`config.mk`:
```
export PLATFORM = sky130hd
export DESIGN_NAME = csr_c_streamer_flat
export DESIGN_NICKNAME = d
export VERILOG_FILES = /design/src/rtl/spmm_pkg.sv /design/src/rtl/csr_c_streamer_if.sv /design/src/rtl/csr_c_streamer.sv /design/src/flat_wrapper.sv
export SDC_FILE = /design/constraint.sdc
export NUM_CORES = 2
export LEC_CHECK = 0
export CAP_MARGIN = 20
export CELL_PAD_IN_SITES_DETAIL_PLACEMENT = 0
export CELL_PAD_IN_SITES_GLOBAL_PLACEMENT = 1
export CORE_AREA = 10 10 602 604
export DETAILED_ROUTE_END_ITERATION = 10
export DIE_AREA = 0 0 612 614
export PLACE_DENSITY = 0.57
export SYNTH_ARGS = -nofsm -noshare
export SYNTH_HDL_FRONTEND = slang
export SYNTH_SLANG_ARGS = --single-unit
```
`constraint.sdc`:
```
create_clock -name clk_i -period 4.89 [get_ports clk_i]
set_input_delay 0.978 -clock clk_i [delete_from_list [all_inputs] [get_ports clk_i]]
set_output_delay 0.978 -clock clk_i [all_outputs]
set_load 0.01 [all_outputs]
```
`src/rtl/spmm_pkg.sv`:
```
// Shared CSR/SpMM definitions: array geometry, section tags and the element
// selector used by every block that walks a 512-bit CSR array.
package spmm_pkg;

  localparam int unsigned ARR_LEN = 16;
  localparam int unsigned WORD_W  = 32;
  localparam int unsigned ARR_W   = ARR_LEN * WORD_W;
  localparam int unsigned IDX_W   = $clog2(ARR_LEN);

  typedef enum logic [1:0] {
    SECT_RP = 2'd0,
    SECT_NV = 2'd1,
    SECT_CI = 2'd2
  } sect_e;

  // Element 0 sits in the most significant word of the flat vector
  typedef logic [0:ARR_LEN-1][WORD_W-1:0] arr_t;

  function automatic logic [WORD_W-1:0] get_word(arr_t arr, logic [IDX_W-1:0] idx);
    return arr[idx];
  endfunction

endpackage

```
`src/rtl/csr_c_streamer_if.sv`:
```
// Outbound 32-bit valid/ready word stream carrying a CSR frame with section tags.
interface csr_c_streamer_if;
  import spmm_pkg::*;

  logic [WORD_W-1:0] m_data_o;
  logic [1:0]        m_sect_o;
  logic              m_last_o;
  logic              m_valid_o;
  logic              m_ready_i;

  modport master (
    output m_data_o,
    output m_sect_o,
    output m_last_o,
    output m_valid_o,
    input  m_ready_i
  );

  modport slave (
    input  m_data_o,
    input  m_sect_o,
    input  m_last_o,
    input  m_valid_o,
    output m_ready_i
  );

endinterface

```
`src/rtl/csr_c_streamer.sv`:
```
// Captures the CSR result matrix C on a completion edge and streams it out as
// RP, NV, CI sections over a registered valid/ready word interface.
module csr_c_streamer
  import spmm_pkg::*;
#(
  parameter int unsigned N_ROWS = 15
) (
  input  logic              clk_i,
  input  logic              rst_i,
  input  logic [ARR_W-1:0]  nvc_i,
  input  logic [ARR_W-1:0]  cic_i,
  input  logic [ARR_W-1:0]  rpc_i,
  input  logic              start_i,
  csr_c_streamer_if.master  m,
  output logic              busy_o,
  output logic              done_o
);

  typedef enum logic [2:0] {
    ST_IDLE,
    ST_RP,
    ST_NV,
    ST_CI,
    ST_FIN
  } state_e;

  state_e            state_q, state_d;
  logic [4:0]        idx_q, idx_d;
  logic [4:0]        nnz_q, nnz_d;
  arr_t              nvc_q, nvc_d, cic_q, cic_d, rpc_q, rpc_d;
  logic              start_prev_q;
  logic [WORD_W-1:0] data_q, data_d;
  sect_e             sect_q, sect_d;
  logic              last_q, last_d;
  logic              valid_q, valid_d;
  logic              busy_q, busy_d;
  logic              done_q, done_d;

  logic              hs;
  logic              start_edge;
  logic [WORD_W-1:0] rp_tail;
  logic [4:0]        nnz_cap;
  logic [4:0]        idx_inc;
  logic [4:0]        nnz_last;

  assign hs         = valid_q && m.m_ready_i;
  assign start_edge = start_i && !start_prev_q;
  assign rp_tail    = get_word(arr_t'(rpc_i), IDX_W'(N_ROWS));
  assign nnz_cap    = (rp_tail > WORD_W'(ARR_LEN)) ? 5'(ARR_LEN) : rp_tail[4:0];
  assign idx_inc    = idx_q + 5'd1;
  assign nnz_last   = nnz_q - 5'd1;

  always_ff @(posedge clk_i) begin
    if (rst_i) begin
      state_q      <= ST_IDLE;
      idx_q        <= '0;
      nnz_q        <= '0;
      nvc_q        <= '0;
      cic_q        <= '0;
      rpc_q        <= '0;
      start_prev_q <= 1'b1;
      data_q       <= '0;
      sect_q       <= SECT_RP;
      last_q       <= 1'b0;
      valid_q      <= 1'b0;
      busy_q       <= 1'b0;
      done_q       <= 1'b0;
    end else begin
      state_q      <= state_d;
      idx_q        <= idx_d;
      nnz_q        <= nnz_d;
      nvc_q        <= nvc_d;
      cic_q        <= cic_d;
      rpc_q        <= rpc_d;
      start_prev_q <= start_i;
      data_q       <= data_d;
      sect_q       <= sect_d;
      last_q       <= last_d;
      valid_q      <= valid_d;
      busy_q       <= busy_d;
      done_q       <= done_d;
    end
  end

  // Next word is loaded on the handshake edge so the stream has no bubbles
  always_comb begin
    state_d = state_q;
    idx_d   = idx_q;
    nnz_d   = nnz_q;
    nvc_d   = nvc_q;
    cic_d   = cic_q;
    rpc_d   = rpc_q;
    data_d  = data_q;
    sect_d  = sect_q;
    last_d  = last_q;
    valid_d = valid_q;
    busy_d  = busy_q;
    done_d  = 1'b0;

    unique case (state_q)
      ST_IDLE: begin
        if (start_edge) begin
          rpc_d   = arr_t'(rpc_i);
          nvc_d   = arr_t'(nvc_i);
          cic_d   = arr_t'(cic_i);
          nnz_d   = nnz_cap;
          state_d = ST_RP;
          idx_d   = '0;
          data_d  = get_word(arr_t'(rpc_i), '0);
          sect_d  = SECT_RP;
          last_d  = (N_ROWS == 0) && (nnz_cap == 5'd0);
          valid_d = 1'b1;
          busy_d  = 1'b1;
        end
      end
      ST_RP: begin
        if (hs) begin
          if (idx_q == 5'(N_ROWS)) begin
            if (nnz_q == 5'd0) begin
              state_d = ST_FIN;
              valid_d = 1'b0;
              last_d  = 1'b0;
              busy_d  = 1'b0;
              done_d  = 1'b1;
              data_d  = '0;
              sect_d  = SECT_RP;
            end else begin
              state_d = ST_NV;
              idx_d   = '0;
              data_d  = get_word(nvc_q, '0);
              sect_d  = SECT_NV;
              last_d  = 1'b0;
            end
          end else begin
            idx_d  = idx_inc;
            data_d = get_word(rpc_q, idx_inc[IDX_W-1:0]);
            last_d = (idx_inc == 5'(N_ROWS)) && (nnz_q == 5'd0);
          end
        end
      end
      ST_NV: begin
        if (hs) begin
          if (idx_q == nnz_last) begin
            state_d = ST_CI;
            idx_d   = '0;
            data_d  = get_word(cic_q, '0);
            sect_d  = SECT_CI;
            last_d  = (nnz_q == 5'd1);
          end else begin
            idx_d  = idx_inc;
            data_d = get_word(nvc_q, idx_inc[IDX_W-1:0]);
          end
        end
      end
      ST_CI: begin
        if (hs) begin
          if (idx_q == nnz_last) begin
            state_d = ST_FIN;
            valid_d = 1'b0;
            last_d  = 1'b0;
            busy_d  = 1'b0;
            done_d  = 1'b1;
            data_d  = '0;
            sect_d  = SECT_RP;
          end else begin
            idx_d  = idx_inc;
            data_d = get_word(cic_q, idx_inc[IDX_W-1:0]);
            last_d = (idx_inc == nnz_last);
          end
        end
      end
      ST_FIN: begin
        state_d = ST_IDLE;
      end
      default: begin
        state_d = ST_IDLE;
      end
    endcase
  end

  assign m.m_data_o  = data_q;
  assign m.m_sect_o  = sect_q;
  assign m.m_last_o  = last_q;
  assign m.m_valid_o = valid_q;
  assign busy_o      = busy_q;
  assign done_o      = done_q;

endmodule
```
`src/flat_wrapper.sv`:
```
// flat-port wrapper written by rule: the top's interface ports become plain ports
module csr_c_streamer_flat import spmm_pkg::*;
#(
  parameter int unsigned N_ROWS = 15
)
  (clk_i, rst_i, nvc_i, cic_i, rpc_i, start_i, busy_o, done_o, m_m_data_o, m_m_sect_o, m_m_last_o, m_m_valid_o, m_m_ready_i);
  csr_c_streamer_if m_i ();
  input  logic clk_i;
  input  logic rst_i;
  input  logic [ARR_W-1:0] nvc_i;
  input  logic [ARR_W-1:0] cic_i;
  input  logic [ARR_W-1:0] rpc_i;
  input  logic start_i;
  output logic busy_o;
  output logic done_o;
  output wire logic [$bits(m_i.m_data_o)-1:0] m_m_data_o;
  output wire logic [$bits(m_i.m_sect_o)-1:0] m_m_sect_o;
  output wire logic [$bits(m_i.m_last_o)-1:0] m_m_last_o;
  output wire logic [$bits(m_i.m_valid_o)-1:0] m_m_valid_o;
  input wire logic [$bits(m_i.m_ready_i)-1:0] m_m_ready_i;
  assign m_m_data_o = m_i.m_data_o;
  assign m_m_sect_o = m_i.m_sect_o;
  assign m_m_last_o = m_i.m_last_o;
  assign m_m_valid_o = m_i.m_valid_o;
  assign m_i.m_ready_i = m_m_ready_i;
  csr_c_streamer #(.N_ROWS(N_ROWS)) u_core (.clk_i(clk_i), .rst_i(rst_i), .nvc_i(nvc_i), .cic_i(cic_i), .rpc_i(rpc_i), .start_i(start_i), .m(m_i), .busy_o(busy_o), .done_o(done_o));
endmodule
```
# Word-level counts from Yosys, hierarchy flattened
# Index checks and enable logic that the tools add are counted.
# Widths: inputs -> output; s select.
[op_classes]
n_eq_ne = 18
reduce_logical = 15
magnitude_cmp = 2
muxes = 67
bitwise = 1
addsub = 2
[op_table]
columns = ["op", "n"]
rows = [
  ["$mux 32", 14],
  ["$bmux 32 s4", 3],
  ["$pmux 32 s4", 1],
  ["$mux 5", 9],
  ["$gt 32x5->1 const B", 1],
  ["$mux 3", 8],
  ["$reduce_and 7->1", 3],
  ["$pmux 5 s4", 1],
  ["$mux 1", 19],
  ["$ne 2x1->1 const B", 8],
  ["$mux 2", 7],
  ["$pmux 3 s4", 1],
  ["$eq 5x4->1 const B", 2],
  ["$eq 5x5->1", 2],
  ["$pmux 2 s4", 1],
  ["$reduce_and 8->1", 1],
  ["$eq 3x2->1 const B", 2],
  ["$reduce_and 6->1", 1],
  ["$add 5x1->5 const B", 1],
  ["$eq 5x1->1 const B", 1],
  ["$ge 5x5->1 const B", 1],
  ["$logic_not 5->1", 1],
  ["$not 4->5", 1],
  ["$reduce_and 5->1", 1],
  ["other kinds (13)", 15],
]
[word_totals]
reg_bits = 1587
in_bits = 1540
output_inout_bits = 38
word_cells = 162

# Logic depth before layout (Yosys ltp)
[depth]
word_depth = 8
depth_mapped = 15
mapped_depth_nobuf = 10

# Least setup slack after synthesis
# No wires, ideal clock.
[synth_path]
path_type = "register to register"
start = "register u_core.idx_q[0]"
end = "register u_core.data_q[3], in the netlist u_core.m.m_data_o[3]"
path_stages_with_launch = 12
setup_time_ns = 0.134
period_less_slack_ns = 3.635
path_buffers = 5
slack_ns = 1.255
required_time_ns = 4.756
arrival_time_ns = 3.501
path_cell_list = "dfxtp_1 buf_4 buf_2 clkinv_1 ha_1 buf_2 buf_2 buf_1 mux4_2 mux4_2 a21oi_1 o211ai_1"
[synth_via]
elab_chain_cells = 8
word_cells_on_any_way = 20
cone_classes = "add/sub (1); eq/ne (2); mux (16); bitwise (1)"
[synth_rtl]
columns = ["item", "line", "source"]
rows = [
  ["start: declaration", "csr_c_streamer.sv:28", "logic [4:0] idx_q, idx_d;"],
  ["start signal: assignment", "csr_c_streamer.sv:70", "idx_q <= idx_d;"],
  ["$add 5x1->5", "csr_c_streamer.sv:50", "assign idx_inc = idx_q + 5'd1;"],
  ["$not 4->5 (not written as such)", "spmm_pkg.sv:20", "return arr[idx];"],
  ["$bmux 32 s4", "spmm_pkg.sv:20", ""],
  ["$mux 32 (not written as such) (2 in series)", "spmm_pkg.sv:20", ""],
  ["$mux 32 (on tied branches)", "csr_c_streamer.sv:157, csr_c_streamer.sv:118, csr_c_streamer.sv:143", ""],
  ["$mux 32 (on tied branches)", "csr_c_streamer.sv:156, csr_c_streamer.sv:117, csr_c_streamer.sv:142", ""],
  ["$pmux 32 s4 (*)", "csr_c_streamer.sv:100", "unique case (state_q)"],
  ["end signal: assignment", "csr_c_streamer.sv:76", "data_q <= data_d;"],
  ["end: declaration", "csr_c_streamer.sv:32", "logic [WORD_W-1:0] data_q, data_d;"],
]
# Every way passes the cells marked *; elsewhere a longest branch is shown, timed or not. The select of a mux whose other input is x is not followed.
# A chain may end at the register's enable or synchronous reset.

# Worst setup path in the final report
[layout_path]
start = "register u_core.idx_q[1]"
end = "register u_core.data_q[11], in the netlist u_core.m.m_data_o[11]"
# The elaborated chain is that of the path after synthesis.

==> metrics.yaml <==
layout:
  syn_to_final_growth_pct: 41.43
  nets: 10980
  seq_area_um2: 31770
  multi_input_area_um2: 32960
  fill_cells: 37980
  drive_above_1_share_pct: 8.327
grt:
  grt.total_usage_pct: 22.80
  grt_antenna_before_repair: 318
  grt_pass1_vias: 66790
  grt_max_degree: 193
  gr-total-overflow: 0
  grt_pass1_wl_um: 591500
timing:
  min_period_ns: 3.973
  hold_violations: 0
  setup_tns_ns: 0
  slew-limit-headroom_pct: 15.57
  worst_pin_slew_ns: 1.266
  finalSetupViolations: 0
  max_freq_mhz: 251.7
  slew_viol_final: 0
  rsz0062_at_grt: "false"
  final.period_utilization_pct: 81.24
  finClkSkew_ns: 0.08838
cts:
  postCtsHoldBufs: 0
  cts_root_buf: "clkbuf_16"
  clk_latency_ns: 0.95
  cts_tree: "yes"
  cts_htree_levels: 4
  clockBufferDepth: 4
  cts_resized: 0
  clock-sinks: 1587
  cts_setup_buffers: 0
  clk_pin_slew_ns: 0.06
  numCtsBuffers: 203
floorplanning:
  design.core.area_um2: 350800
  dieArea_um2: 375800
  start_util_pct: 19.20
  die_x_um: 612
  die_h_um: 614
  io_pins: 1578
  num_rows: 218
job:
  maxCapViolations: 0
setup_path:
  path_cells: "ha_1 -> xor2_4 -> nor2_4 -> buf_4 -> a221oi_1 -> a22o_1 -> o21ai_0 -> o211ai_1"
  reg2reg_to: "u_core.m.m_data_o[11]"
  crit_path_start: "u_core.idx_q[1]"
  rrSetupSlack_ns: 0.92
  worstReg2RegStart: "u_core.idx_q[1]"
  critical-path-max-stage-delay_ns: 0.80
  crit_slowest_cell: "a221oi_1"
  cp.required_ns: 5.67
  worst_ep_arrival_time_ns: 4.75
  crit_type: "register to register"
  endpoint: "u_core.m.m_data_o[11]"
  cp-start-kind: "register"
  cp-end-kind: "register"
  crit_path_max_fanout: 30
  r2r.worst_path.cells: 8
placement:
  dp_hpwl_um: 362100
  port_buffers: 1577
  place.gp.congestion: 0.9027
synth:
  synth_nets: 9764
  synth_edf_count: 0
  synthFlopType: "dfxtp_1"
  yosysMostFrequentCell: "nand2_1"
  avgSynthCellArea_um2: 8.193
  syn_area_um2: 67330
  synth_area_leaders: "dfxtp_1 47%, nand2_1 19%, a21oi_1 12%"
  yosys.area.top_type: "dfxtp_1"
  synth_common_cells: "3,352 x nand2_1, 1,636 x a21oi_1, 1,587 x dfxtp_1"
  synth_warnings: 0
  ys_ff_latch: 1587
  synth_top_area_share_pct: 47.18
  ys_seq_area_share_pct: 47.18
  synth-async-reset-ratio_pct: 0
  yosysUniqueCellTypes: 56
  syn_inst: 8218
route:
  via_count: 66550
  ant_nets: 0
  detail_route.vias_per_cell: 4.645
  totalWireLength_um: 453300
  drc: 0
  routedWlPerCell_um: 31.64
  dr.pass1.iters: 5
  drtIter0Drc: 5532
pwr:
  p_per_area_nw_per_um2: 369.6
  finalPower_w: 0.03520
  p_leak_nw: 32.05
  vdd_drop_max_v: 0.0003270
worst_hold_path:
  hold_path_depth: 2
  hold_class: "primary input to register"
status:
  status: "finished, final reports clean"
==> metrics by stage <==
stage          instances  cell area [µm²]  hold WS, ns  util [%]  worst slack (ns)
3_3_place_gp       13850            87940       0.4384     25.07            0.8324
5_1_grt            14270            95090       0.4366     27.11            0.8539
4_1_cts            14220            94950       0.4517     27.07            0.9708
3_5_place_dp       13850            87950       0.4437     25.07             1.002
6_report           14330            95230       0.4329     27.15            0.9172
2_1_floorplan       8218            67330       0.4331         -             1.255
==> registers in the layout (all words and copies together) (netlist names), 2 cells and up <==
register           flops
u_core.m.m_sect_o      2
u_core.m.m_data_o     32
u_core.rpc_q         512
u_core.nnz_q           5
u_core.state_q         3
u_core.idx_q           5
u_core.nvc_q         512
u_core.cic_q         512
==> area by class of cell <==
cell class	instances	area share (%)
antenna	112	0.2943
clock buffer	293	6.195
clock inverter	75	1.151
inverter	10	0.03942
multi-input combinational	5919	34.61
sequential	1587	33.37
tap	4620	6.070
timing repair buffer	1711	18.28
==> worst min-delay path by stage <==
stage / slack (ns) / to / from
floorplan: 0.43 / u_core.cic_q[192] / u_core.cic_q[192]
global placement: 0.44 / u_core.cic_q[1] / u_core.cic_q[1]
detailed placement: 0.44 / u_core.nvc_q[243] / u_core.nvc_q[243]
CTS: 0.45 / u_core.nvc_q[243] / u_core.nvc_q[243]
global route: 0.44 / u_core.nvc_q[154] / rst_i
finish: 0.43 / u_core.nvc_q[157] / rst_i
==> per-layer routing <==
metal / global-route usage [%] / part of all wire [%] / vias up
met3: 5.631 / 6.6 / 776
li1: - / - / 30370
met5: 0 / 0.14 / -
met1: 26.52 / 39 / 32900
met2: 39.96 / 49 / 2401
met4: 9.396 / 4.7 / 100
==> cells by family after synthesis <==
logic type / share of synthesized area, %
compound gates: 15.49
xor+xnor: 0.2620
fa+ha+maj: 0.1115
buf+inv: 4.131
flops: 47.18
mux: 12.95
simple gates: 19.86
==> cells in the final DEF, fill, tap and decap left out, types with 27 or more instances in the layout <==
cell                n
clkbuf_1           43
clkbuf_16         204
a22oi_1            30
and3_1             27
diode_2           112
buf_12             47
buf_4              86
a32oi_1            33
nand3_1            37
mux4_2            305
o21ai_0            35
a21oi_1          1636
nand2_1          3352
clkbuf_8           46
a22o_1             51
clkinv_2           27
a221oi_1           51
dfxtp_1          1586
mux2i_1           184
clkdlybuf4s50_1  1576
==> worst max-delay path: cells and delay by family, from the launching register on <==
kind	cells	cell delay, ns
xor+xnor	1	0.59
compound gates	4	1.66
flops	1	0.47
simple gates	1	0.31
buf+inv	1	0.35
fa+ha+maj	1	0.43
==> where the power goes <==
group,switching (W),leakage (nW),total [W],internal [W]
Clock,0.00658,3.40,0.0160,0.00942
Combinational,0.00283,15.8,0.00497,0.00214
Sequential,0.000549,12.9,0.0142,0.0137
Total,0.00996,32.1,0.0352,0.0252
(Power assumes the default switching activity.)
